### src/rtl/udp_tx_pkg.sv
// ============================================================================
// udp_tx_pkg : shared state encoding, default geometry and counter sizing
// Rev 1.0
// ============================================================================
`default_nettype none
`timescale 1ns/1ps

package udp_tx_pkg;

    typedef enum logic [2:0] {
        S_IDLE    = 3'd0,
        S_ARM     = 3'd1,
        S_START   = 3'd2,
        S_WAIT_TX = 3'd3,
        S_BUSY    = 3'd4,
        S_GAP     = 3'd5
    } sched_state_t;

    localparam int PKT_WORDS_DEF     = 98;
    localparam int FIFO_AW_DEF       = 12;
    localparam int GAP_CYCLES_DEF    = 16;
    localparam int START_TIMEOUT_DEF = 64;

    localparam int GAP_CNT_W = (GAP_CYCLES_DEF < 1) ? 1 : $clog2(GAP_CYCLES_DEF + 1);
    localparam int TO_CNT_W  = $clog2(START_TIMEOUT_DEF + 1);

    // Width of a single shared timer that can reach both terminal counts.
    function automatic int timer_width(input int gap_cycles, input int start_timeout);
        int g;
        int t;
        int w;
        g = $clog2(gap_cycles + 1);
        t = $clog2(start_timeout + 1);
        w = (g > t) ? g : t;
        return (w < 1) ? 1 : w;
    endfunction

endpackage

`default_nettype wire

### src/rtl/udp_edge_det.sv
// ============================================================================
// udp_edge_det : registered previous-value rise/fall detector
// Rev 1.0
// ============================================================================
`default_nettype none
`timescale 1ns/1ps

module udp_edge_det (
    input  logic GMII_GTXCLK,
    input  logic rst_n,
    input  logic d,
    output logic rise,
    output logic fall
);

    logic d_q;

    always_ff @(posedge GMII_GTXCLK or negedge rst_n) begin
        if (!rst_n) begin
            d_q <= 1'b0;
        end else begin
            d_q <= d;
        end
    end

    assign rise = d & ~d_q;
    assign fall = ~d & d_q;

endmodule

`default_nettype wire

### src/rtl/udp_tx_scheduler.sv
// ============================================================================
// udp_tx_scheduler : paces GMII UDP sender starts from FIFO fill level and TXEN
// Rev 1.0 -- optional counters enabled by defining UDP_SCHED_STATS_EN
// ============================================================================
`default_nettype none
`timescale 1ns/1ps

module udp_tx_scheduler
    import udp_tx_pkg::*;
#(
    parameter int PKT_WORDS     = PKT_WORDS_DEF,
    parameter int FIFO_AW       = FIFO_AW_DEF,
    parameter int GAP_CYCLES    = GAP_CYCLES_DEF,
    parameter int START_TIMEOUT = START_TIMEOUT_DEF
) (
    input  logic               GMII_GTXCLK,
    input  logic               rst_n,
    input  logic               sched_en,
    input  logic [FIFO_AW-1:0] fifo_count,
    input  logic               tx_active,
    output logic               send_start,
    output logic               sched_busy,
    output logic               timeout_err,
    output logic [31:0]        pkt_sent
`ifdef UDP_SCHED_STATS_EN
    ,
    output logic [31:0]        stall_cycles,
    output logic [15:0]        timeout_cnt
`endif
);

    localparam int TMR_W = timer_width(GAP_CYCLES, START_TIMEOUT);
    localparam logic [FIFO_AW-1:0] PKT_THRESH = FIFO_AW'(PKT_WORDS);
    // A zero gap still spends one cycle in S_GAP, so both terminals clamp at 0.
    localparam logic [TMR_W-1:0] GAP_LAST = TMR_W'((GAP_CYCLES < 1) ? 0 : GAP_CYCLES - 1);
    localparam logic [TMR_W-1:0] TO_LAST  = TMR_W'((START_TIMEOUT < 1) ? 0 : START_TIMEOUT - 1);

    sched_state_t     state;
    sched_state_t     state_nxt;
    logic [TMR_W-1:0] timer;
    logic             tx_rise;
    logic             tx_fall;
    logic             en_rise;
    logic             unused_en_fall;
    logic             fifo_ok;
    logic             start_abort;
    logic             pkt_done;

    udp_edge_det u_tx_edge (
        .GMII_GTXCLK (GMII_GTXCLK),
        .rst_n       (rst_n),
        .d           (tx_active),
        .rise        (tx_rise),
        .fall        (tx_fall)
    );

    udp_edge_det u_en_edge (
        .GMII_GTXCLK (GMII_GTXCLK),
        .rst_n       (rst_n),
        .d           (sched_en),
        .rise        (en_rise),
        .fall        (unused_en_fall)
    );

    assign fifo_ok = (fifo_count >= PKT_THRESH);

    always_ff @(posedge GMII_GTXCLK or negedge rst_n) begin
        if (!rst_n) begin
            state <= S_IDLE;
        end else begin
            state <= state_nxt;
        end
    end

    always_comb begin
        state_nxt   = state;
        start_abort = 1'b0;
        pkt_done    = 1'b0;
        case (state)
            S_IDLE: begin
                if (sched_en) begin
                    state_nxt = S_ARM;
                end
            end
            S_ARM: begin
                // Disable wins over a ready FIFO: no new packet once sched_en drops.
                if (!sched_en) begin
                    state_nxt = S_IDLE;
                end else if (fifo_ok) begin
                    state_nxt = S_START;
                end
            end
            S_START: begin
                state_nxt = S_WAIT_TX;
            end
            S_WAIT_TX: begin
                if (tx_rise) begin
                    state_nxt = S_BUSY;
                end else if (timer == TO_LAST) begin
                    start_abort = 1'b1;
                    state_nxt   = S_GAP;
                end
            end
            S_BUSY: begin
                if (tx_fall) begin
                    pkt_done  = 1'b1;
                    state_nxt = S_GAP;
                end
            end
            S_GAP: begin
                if (timer == GAP_LAST) begin
                    state_nxt = sched_en ? S_ARM : S_IDLE;
                end
            end
            default: begin
                state_nxt = S_IDLE;
            end
        endcase
    end

    // Shared timer: restarts on every state change, runs only where it is consumed.
    always_ff @(posedge GMII_GTXCLK or negedge rst_n) begin
        if (!rst_n) begin
            timer <= '0;
        end else if (state_nxt != state) begin
            timer <= '0;
        end else if (state == S_WAIT_TX || state == S_GAP) begin
            timer <= timer + 1'b1;
        end
    end

    always_ff @(posedge GMII_GTXCLK or negedge rst_n) begin
        if (!rst_n) begin
            timeout_err <= 1'b0;
            pkt_sent    <= '0;
        end else begin
            if (start_abort) begin
                timeout_err <= 1'b1;
            end else if (en_rise) begin
                timeout_err <= 1'b0;
            end
            if (pkt_done) begin
                pkt_sent <= pkt_sent + 32'd1;
            end
        end
    end

    assign send_start = (state == S_START);
    assign sched_busy = (state != S_IDLE);

`ifdef UDP_SCHED_STATS_EN
    always_ff @(posedge GMII_GTXCLK or negedge rst_n) begin
        if (!rst_n) begin
            stall_cycles <= '0;
            timeout_cnt  <= '0;
        end else begin
            if (state == S_ARM && sched_en && !fifo_ok) begin
                stall_cycles <= stall_cycles + 32'd1;
            end
            if (start_abort && timeout_cnt != 16'hFFFF) begin
                timeout_cnt <= timeout_cnt + 16'd1;
            end
        end
    end
`else
    // Statistics counters are not built in this configuration.
`endif

endmodule

`default_nettype wire

### config.mk
export PLATFORM = sky130hd
export DESIGN_NAME = udp_tx_scheduler
export DESIGN_NICKNAME = d
export VERILOG_FILES = /design/src/rtl/udp_tx_pkg.sv /design/src/rtl/udp_edge_det.sv /design/src/rtl/udp_tx_scheduler.sv
export SDC_FILE = /design/constraint.sdc
export NUM_CORES = 1
export LEC_CHECK = 0
export ABC_AREA = 1
export CELL_PAD_IN_SITES_DETAIL_PLACEMENT = 2
export CELL_PAD_IN_SITES_GLOBAL_PLACEMENT = 2
export CORE_MARGIN = 5
export CORE_UTILIZATION = 27
export CTS_CLUSTER_SIZE = 16
export DETAILED_ROUTE_END_ITERATION = 8
export PLACE_DENSITY_LB_ADDON = 0.1
export SYNTH_ARGS = -nofsm -noshare
export SYNTH_HDL_FRONTEND = slang
export SYNTH_SLANG_ARGS = --single-unit
export TNS_END_PERCENT = 1
### constraint.sdc
create_clock -name GMII_GTXCLK -period 1.41 [get_ports GMII_GTXCLK]
set_input_delay 0.282 -clock GMII_GTXCLK [delete_from_list [all_inputs] [get_ports GMII_GTXCLK]]
set_output_delay 0.282 -clock GMII_GTXCLK [all_outputs]
set_load 0.1 [all_outputs]
==> results of run 1 <==
-- layout make-up --
type	count	area, um^2
inverters	44	170
multi-input cells	253	1620
repair buffers	151	1680
clock inverters	3	46.3
fillers	1029	4790
well taps	133	166
clock buffers	5	68.8
flip-flops and latches	45	1150
-- placed cells by master, fill, tap and decap left out, types with 9 or more instances in the layout --
cell type / n
o21ai_0: 10
dfrtp_2: 16
buf_4: 89
nor2_4: 13
nand2_2: 12
dfrtp_1: 29
xor2_1: 23
nand2_1: 89
nor2_1: 24
nor3_2: 11
xnor2_1: 9
buf_12: 38
inv_1: 39
buf_6: 9
nor2_2: 16
clkdlybuf4s50_1: 13
nand3_1: 15
-- metal layers --
| layer | wire (um) | up-vias |
|---|---|---|
| li1 | - | 1373 |
| met1 | 4690 | 1508 |
| met2 | 6390 | 45 |
| met3 | 279 | 13 |
| met4 | 182 | 0 |
| met5 | 0 | - |
-- repair_timing --
| item | CTS | global route |
|---|---|---|
| endpoints found under the setup margin | 42 | 45 |
| buffers inserted | 4 | 2 |
| hold endpoints to repair | 14 | 0 |
| pin swaps | 9 | 12 |
| gates resized for setup | 50 | 38 |
| hold buffers | 1 | 0 |
-- sequential cells by signal (all words and copies together), names as in the netlist --
register,flops
u_tx_edge.d_q,1
state,3
u_en_edge.d_q,1
timer,7
pkt_sent,32
timeout_err,1
-- how the worst max path moves through the flow --
stage,startpoint,to,slack [ps],depth (start not counted)
6_report,state[0],send_start,-280,4
5_1_grt,state[1],timer[0],-360,11
4_1_cts,state[0],send_start,-280,4
3_5_place_dp,tx_active,timer[0],-510,12
3_3_place_gp,tx_active,pkt_sent[28],-390,7
2_1_floorplan,state[1],timer[0],-610,10
-- logic make-up after synthesis --
| group | Yosys count |
|---|---|
| AOI/OAI and AO/OA | 14 |
| xor gates and xnor gates | 33 |
| adders and majority gates | 2 |
| buffers and inverters | 46 |
| DFF | 45 |
| muxes | 1 |
| and+or+nand+nor | 203 |
-- power by group --
| group | switching (mW) | leakage [nW] | internal, mW |
|---|---|---|---|
| registers | 0.222 | 0.556 | 1.49 |
| logic | 2.60 | 1.67 | 1.80 |
| clock network | 0.525 | 0.0543 | 0.532 |
-- through the flow --
step | instances | setup TNS, ps | cell area, um^2 | hold slack [ps]
finish | 634 | -5550 | 4890 | 439
global route | 634 | -8960 | 4890 | 476
CTS | 632 | -4800 | 4740 | 447
detailed placement | 619 | -15240 | 4400 | 236
global placement | 619 | -11990 | 4400 | 224
floorplan | 344 | -16720 | 2670 | -13.6
==> summary.md, run 1 <==
| Metric | Value |
|---|---|
| P_leak | 2.28 nW |
| Path class of the lowest-slack min-delay path | in -> async |
| Clock tree from TritonCTS | built |
| Average vias per placed instance | 4.64 |
| Failing checks | setup timing |
| Xor/xnor share of the synthesized area | 10.9% |
| Mapped cell area | 2650 um^2 |
| Rows | 36 |
| Worst flop-to-flop path startpoint | state[0] |
| Number of cells on the worst reg-to-reg path | 6 |
| Y dimension of the die | 109 um |
| Max-capacitance violation count | 0 |
| Port bufs | 49 |
| Clock-pin slew on the worst setup and hold paths | 100 ps |
| Setup slack after placement | -505 ps |
| Simple-gate portion of the synthesized area | 35.7% |
| CP Capture Type | output port |
| Data arrival, critical path | 1400 ps |
| Ports | 51 |
| Cell types with the highest counts after synthesis | nand2_1 (100), nor2_1 (47), dfrtp_1 (45) |
| Number of DRC markers in iteration 0 | 72 |
| Library cell appearing most often on the critical path | buf_6 |
| Clock Root Buffer | clkbuf_8 |
| Adder-Cell Fraction of Synth Area | 0.946% |
| Total routing resource utilization after global routing | 19.2% |
| Cell type group with the largest total delay on the critical path | flip-flops |
| Max rail drop VDD | 1050 uV |
| Relative area change from synthesis to final layout | 85.0% |
| Pre-Repair DR Iteration Count | 4 |
| Portion of netlist area occupied by mux cells | 0.378% |
| Average instance area after synthesis | 7.69 um^2 |
| Horizontal extent of the die | 109 um |
| Post-DR wirelength/cell | 18.2 um |
| Sequential share of the synthesized area | 42.6% |
| Period minus WS final | 1690 ps |
| Post-synth top area cell | dfrtp_1 |
| Global-route wire length before repair | 17600 um |
| Std-Cell Core Area | 9680 um^2 |
| Post-synthesis compound-gate area fraction | 2.65% |
| EDFF count, synth | 0 |
| Element type at the critical path start | flop |
| Final-report hold violation count | 0 |
| Worst rel slew slack | 72.2% |
| Yosys synthesis warning count | 0 |
| Utilization of the core after routing | 50.5% |
| Initial antenna violation count | 0 |
| Critical path class | reg -> out |
| Synth top area share | 42.6% |
| Overall power consumption | 7.17 mW |
| Post-synth net total | 362 |
| Critical path cell sequence | buf_6, nor3_4, buf_6, buf_12 |
| Count of inserted antenna diode cells | 0 |
| Combinational family with the most area after synthesis | simple AND/OR/NAND/NOR gates |
| Cell count after synthesis | 344 |
| Prevailing post-synth register cell | dfrtp_1 |
| Global routing met2 resource utilization | 36.9% |
| Async set-or-reset flop fraction in the synthesized netlist | 100% |
| Final net count | 518 |
| Critical Path Max Stage Delay | 460 ps |
| Met1 usage | 22.1% |
| Total power divided by cell area | 1470 nW/um^2 |
| Drc violations | 0 |
| Worst clock skew | 10.1 ps |
| Netlist cell types | 26 |
| Last weighted congestion value of the routability-driven placer | 0.787 |
| Worst path required time | 1130 ps |
| Peak clock frequency supported by timing | 593 MHz |
| Total overflow reported by the global router | 0 |
| Largest cells by area after synthesis | dfrtp_1 (43%), nand2_1 (14%), xor2_1 (7.6%) |
| Setup Viol. Count Final | 39 |
| Number of global-route vias before repair | 3446 |
| Crit path buffers/inverters | 3 |
| DPL Wire Length | 8070 um |
| Number of H-tree branching levels | 2 |
| Reg-to-reg critical path endpoint | pkt_sent[28] |
| Post-detailed-route count of antenna-violating nets | 0 |
| DR vias | 2939 |
| Wirelength, routed | 11500 um |
| Flip-flop and latch count after synthesis | 45 |
| Bufs on Longest Clock Path | 2 |
| Cell type of the slowest stage on the worst timing path | dfrtp_2 |
| Count of pins over their slew limit | 0 |
| RSZ-0062 raised after global routing | yes |
| Largest net degree at the start of global routing | 32 |
| Transition at the pin with the smallest max-transition slack | 417 ps |
| Portion of the clock cycle consumed by the worst path in the final layout | 120% |
| Met3 track demand over resource | 2.43% |
| Worst setup margin | -275 ps |
| Top fanout value on the critical path | 3 |
| Clock Latency Late Sink | 320 ps |
| Most common cell in the synthesized netlist | nand2_1 |
| TritonCTS Buffers | 5 |
| Clock net sink count | 45 |
| Flop-to-flop setup slack | -250 ps |
| Run status | finished with violations |
| DIE AREA | 11900 um^2 |
| Fraction of final layout cells with drive strength greater than 1 | 47.7% |
| Layer with the highest usage | met2 |
| Starting utilization of the core area | 27.3% |
No activity file was read; power rests on OpenSTA's default activity.
==> inputs of run 2 (changes only) <==
CORE_UTILIZATION = 32   (was 27)
DONT_BUFFER_PORTS = 1   (was default)
==> run 2 against run 1 <==
The run still ends with setup timing left. Global-route usage is 4.6 points higher. Final area is 14% lower. Clock-buffer cell count is 2 higher. Sequential power hardly changed. Via count rose by 1.5%. Sequential share of layout area grew 3.7 points. Critical path type is now reg -> reg. Largest power group unchanged.
==> summary.md, run 2 (synthesis gave the netlist of run 1 again) <==
| Metric | Value |
|---|---|
| Critical path cell sequence | nand2_1, nor2_2, nand2_1, nor2_4, buf_4, xor2_1, o21ai_0 |
| Wirelength, routed | 13600 um (+18%) |
| Largest register by flop count | pkt_sent |
| Met2 routed WL | 7630 um (+19%) |
| Library cell appearing most often on the critical path | nand2_1 |
| Top library cells by usage in the layout, fill and taps aside | buf_4 (99), nand2_1 (92), inv_1 (38), nor2_1 (29), dfrtp_1 (29) |
| Flop-to-flop setup slack | -460 ps (-210 ps) |
| Combinational share of power | 59.3% (-2.1 points) |
| Worst clock skew | 20.3 ps (+10.2 ps) |
| Crit path buffers/inverters | 1 (-2) |
| Total power divided by cell area | 1570 nW/um^2 (+6.8%) |
| Summed negative setup slack over all endpoints | -9660 ps (-4110 ps) |
| Wire length on met1 | 5070 um (+8.2%) |
| Overall power consumption | 6.61 mW (-7.8%) |
| Bufs on Longest Clock Path | 2 (unchanged) |
| Drc violations | 0 (unchanged) |
| Storage cell area | 1150 um^2 (unchanged) |
| Smallest hold slack | 240 ps (-198 ps) |
| Setup slack after placement | -365 ps (+141 ps) |
| Met3 WL | 410 um (+47%) |
| Cell type group with the largest total delay on the critical path | simple AND/OR/NAND/NOR gates |
| Number of global-route vias before repair | 3488 (+1.2%) |
| Max-capacitance violation count | 0 (unchanged) |
| Global-route wire length before repair | 18500 um (+5.1%) |
| Max rail drop VDD | 825 uV (-21%) |
| Run status | finished with violations |
| Switching share of power | 51.3% (+4.6 points) |
| Worst rel slew slack | 80.3% (+8.0 points) |
| Critical path depth in cells | 7 (+3) |
| Clock-pin slew on the worst setup and hold paths | 110 ps (about the same) |
| Final instance count without filler cells | 584 (-7.9%) |
| Top fanout value on the critical path | 4 (+1) |
| Last weighted congestion value of the routability-driven placer | 0.761 (-3.3%) |
| Count of placed standard cells including taps | 567 (-8.4%) |
| Count of inserted antenna diode cells | 0 (unchanged) |
| Y dimension of the die | 101 um (-7.4%) |
| Net Sw Power | 3.39 mW (+1.3%) |
| Final net count | 496 (-4.2%) |
| Number of H-tree branching levels | 2 (unchanged) |
| Area used by multi-input combinational logic | 1530 um^2 (-5.4%) |
| Top routing layer in use | met4 |
| Final-report hold violation count | 0 (unchanged) |
| Utilization of the core after routing | 51.9% (+1.4 points) |
| Fill cells | 907 (-12%) |
| Portion of the clock cycle consumed by the worst path in the final layout | 133% (+13 points) |
| Fraction of final layout cells with drive strength greater than 1 | 45.1% (-2.6 points) |
| CP Capture Type | flop |
| Largest net degree at the start of global routing | 46 (+44%) |
| Rows | 33 (-8.3%) |
| Cell internal pwr | 3.22 mW (-16%) |
| Critical path class | reg -> reg |
| Initial antenna violation count | 0 (unchanged) |
| Number of DRC markers in iteration 0 | 102 (+42%) |
| Path class of the lowest-slack min-delay path | in -> reg |
| Part of the power in registers | 26.0% (+2.1 points) |
| Post-route standard cell area excluding fillers | 4220 um^2 (-14%) |
| P_leak | 2.06 nW (-9.7%) |
| Number of flip-flops in the largest register | 32 (unchanged) |
| Clock tree from TritonCTS | built |
| Portion of total power attributed to the clock network | 14.7% (about the same) |
| Clock Root Buffer | clkbuf_8 |
| Port bufs | 0 (-100%) |
| Critical Path Max Stage Delay | 460 ps (about the same) |
| Post-DR wirelength/cell | 23.2 um (+28%) |
| TritonCTS Buffers | 5 (unchanged) |
| Total overflow reported by the global router | 0 (unchanged) |
| Period minus WS final | 1870 ps (+188 ps) |
| Ports | 51 (unchanged) |
| DPL Wire Length | 7700 um (-4.5%) |
| Cell type of the slowest stage on the worst timing path | dfrtp_1 |
| Worst setup margin | -463 ps (-188 ps) |
| Clock net sink count | 45 (unchanged) |
| Total routing resource utilization after global routing | 23.8% (+4.6 points) |
| Average vias per placed instance | 5.11 (+10%) |
| Count of pins over their slew limit | 0 (unchanged) |
| Starting utilization of the core area | 32.5% (+5.2 points) |
| Peak clock frequency supported by timing | 534 MHz (-10%) |
| Relative area change from synthesis to final layout | 59.6% |
| Clock Latency Late Sink | 320 ps (about the same) |
| Worst path required time | 1590 ps (+460 ps) |
| Data arrival, critical path | 2060 ps (+660 ps) |
| Number of cells on the worst reg-to-reg path | 7 (+1) |
| Biggest regs | pkt_sent: 32 flops, timer: 7 flops, state: 3 flops |
| DR vias | 2983 (+1.5%) |
| Dpl cell area | 3710 um^2 (-16%) |
| Hold Path Stages | 3 |
| Transition at the pin with the smallest max-transition slack | 288 ps (-129 ps) |
| Most common cell after layout, fill and taps aside | buf_4 |
| Setup Viol. Count Final | 41 (+5.1%) |
| DIE AREA | 10200 um^2 (-14%) |
| Horizontal extent of the die | 101 um (-7.4%) |
| Element type at the critical path start | flop |
| Std-Cell Core Area | 8130 um^2 (-16%) |
| Pre-Repair DR Iteration Count | 4 (unchanged) |
| Failing checks | setup timing |
| RSZ-0062 raised after global routing | yes |
| Post-detailed-route count of antenna-violating nets | 0 (unchanged) |
-- run 2: worst register-to-register path, stage by stage (launching register included) --
cell and delay, ps:
dfrtp_1 460, nand2_1 160, nor2_2 220, nand2_1 180, nor2_4 190, buf_4 140
xor2_1 250, o21ai_0 140
-- run 2: final cells by class --
class | count | share of cell area [%]
tap | 105 | 3.11
sequential | 45 | 27.1
clock buffer | 7 | 2.28
timing repair buffer | 129 | 27.0
multi-input combinational | 253 | 36.3
inverter | 44 | 4.03
clock inverter | 1 | 0.119
-- run 2: power by group through the flow --
stage                     clock network [mW]  logic, mW  registers [mW]
after floorplan                            0       1.08            2.62
after global placement                     0       3.12            1.67
after detailed placement                   0       3.30            1.69
after CTS                              0.962       3.65            1.68
after global routing                    1.04       4.09            1.73
final                                  0.975       3.92            1.72
-- run 2: timing repair --
item	in CTS	in global routing
pin swaps	7	5
setup endpoints to repair	46	59
setup buffers	4	2
hold buffers	2	2
hold endpoints to repair	45	2
resized for setup	54	36
-- run 2: layer usage --
metal / vias to the layer above / GRT usage, %
met5: - / 0
met4: 0 / 10.5
met3: 27 / 4.08
met2: 73 / 46.4
met1: 1553 / 24.4
li1: 1330 / -
-- run 2: worst paths after layout --
check / from / end
worst max register to register: pkt_sent[12] / pkt_sent[15]
worst min-delay path: sched_en / state[0]
worst min register to register: pkt_sent[5] / pkt_sent[5]
max in group asynchronous: rst_n / pkt_sent[7]
min in group asynchronous: rst_n / pkt_sent[4]
worst max-delay path: pkt_sent[12] / pkt_sent[15]
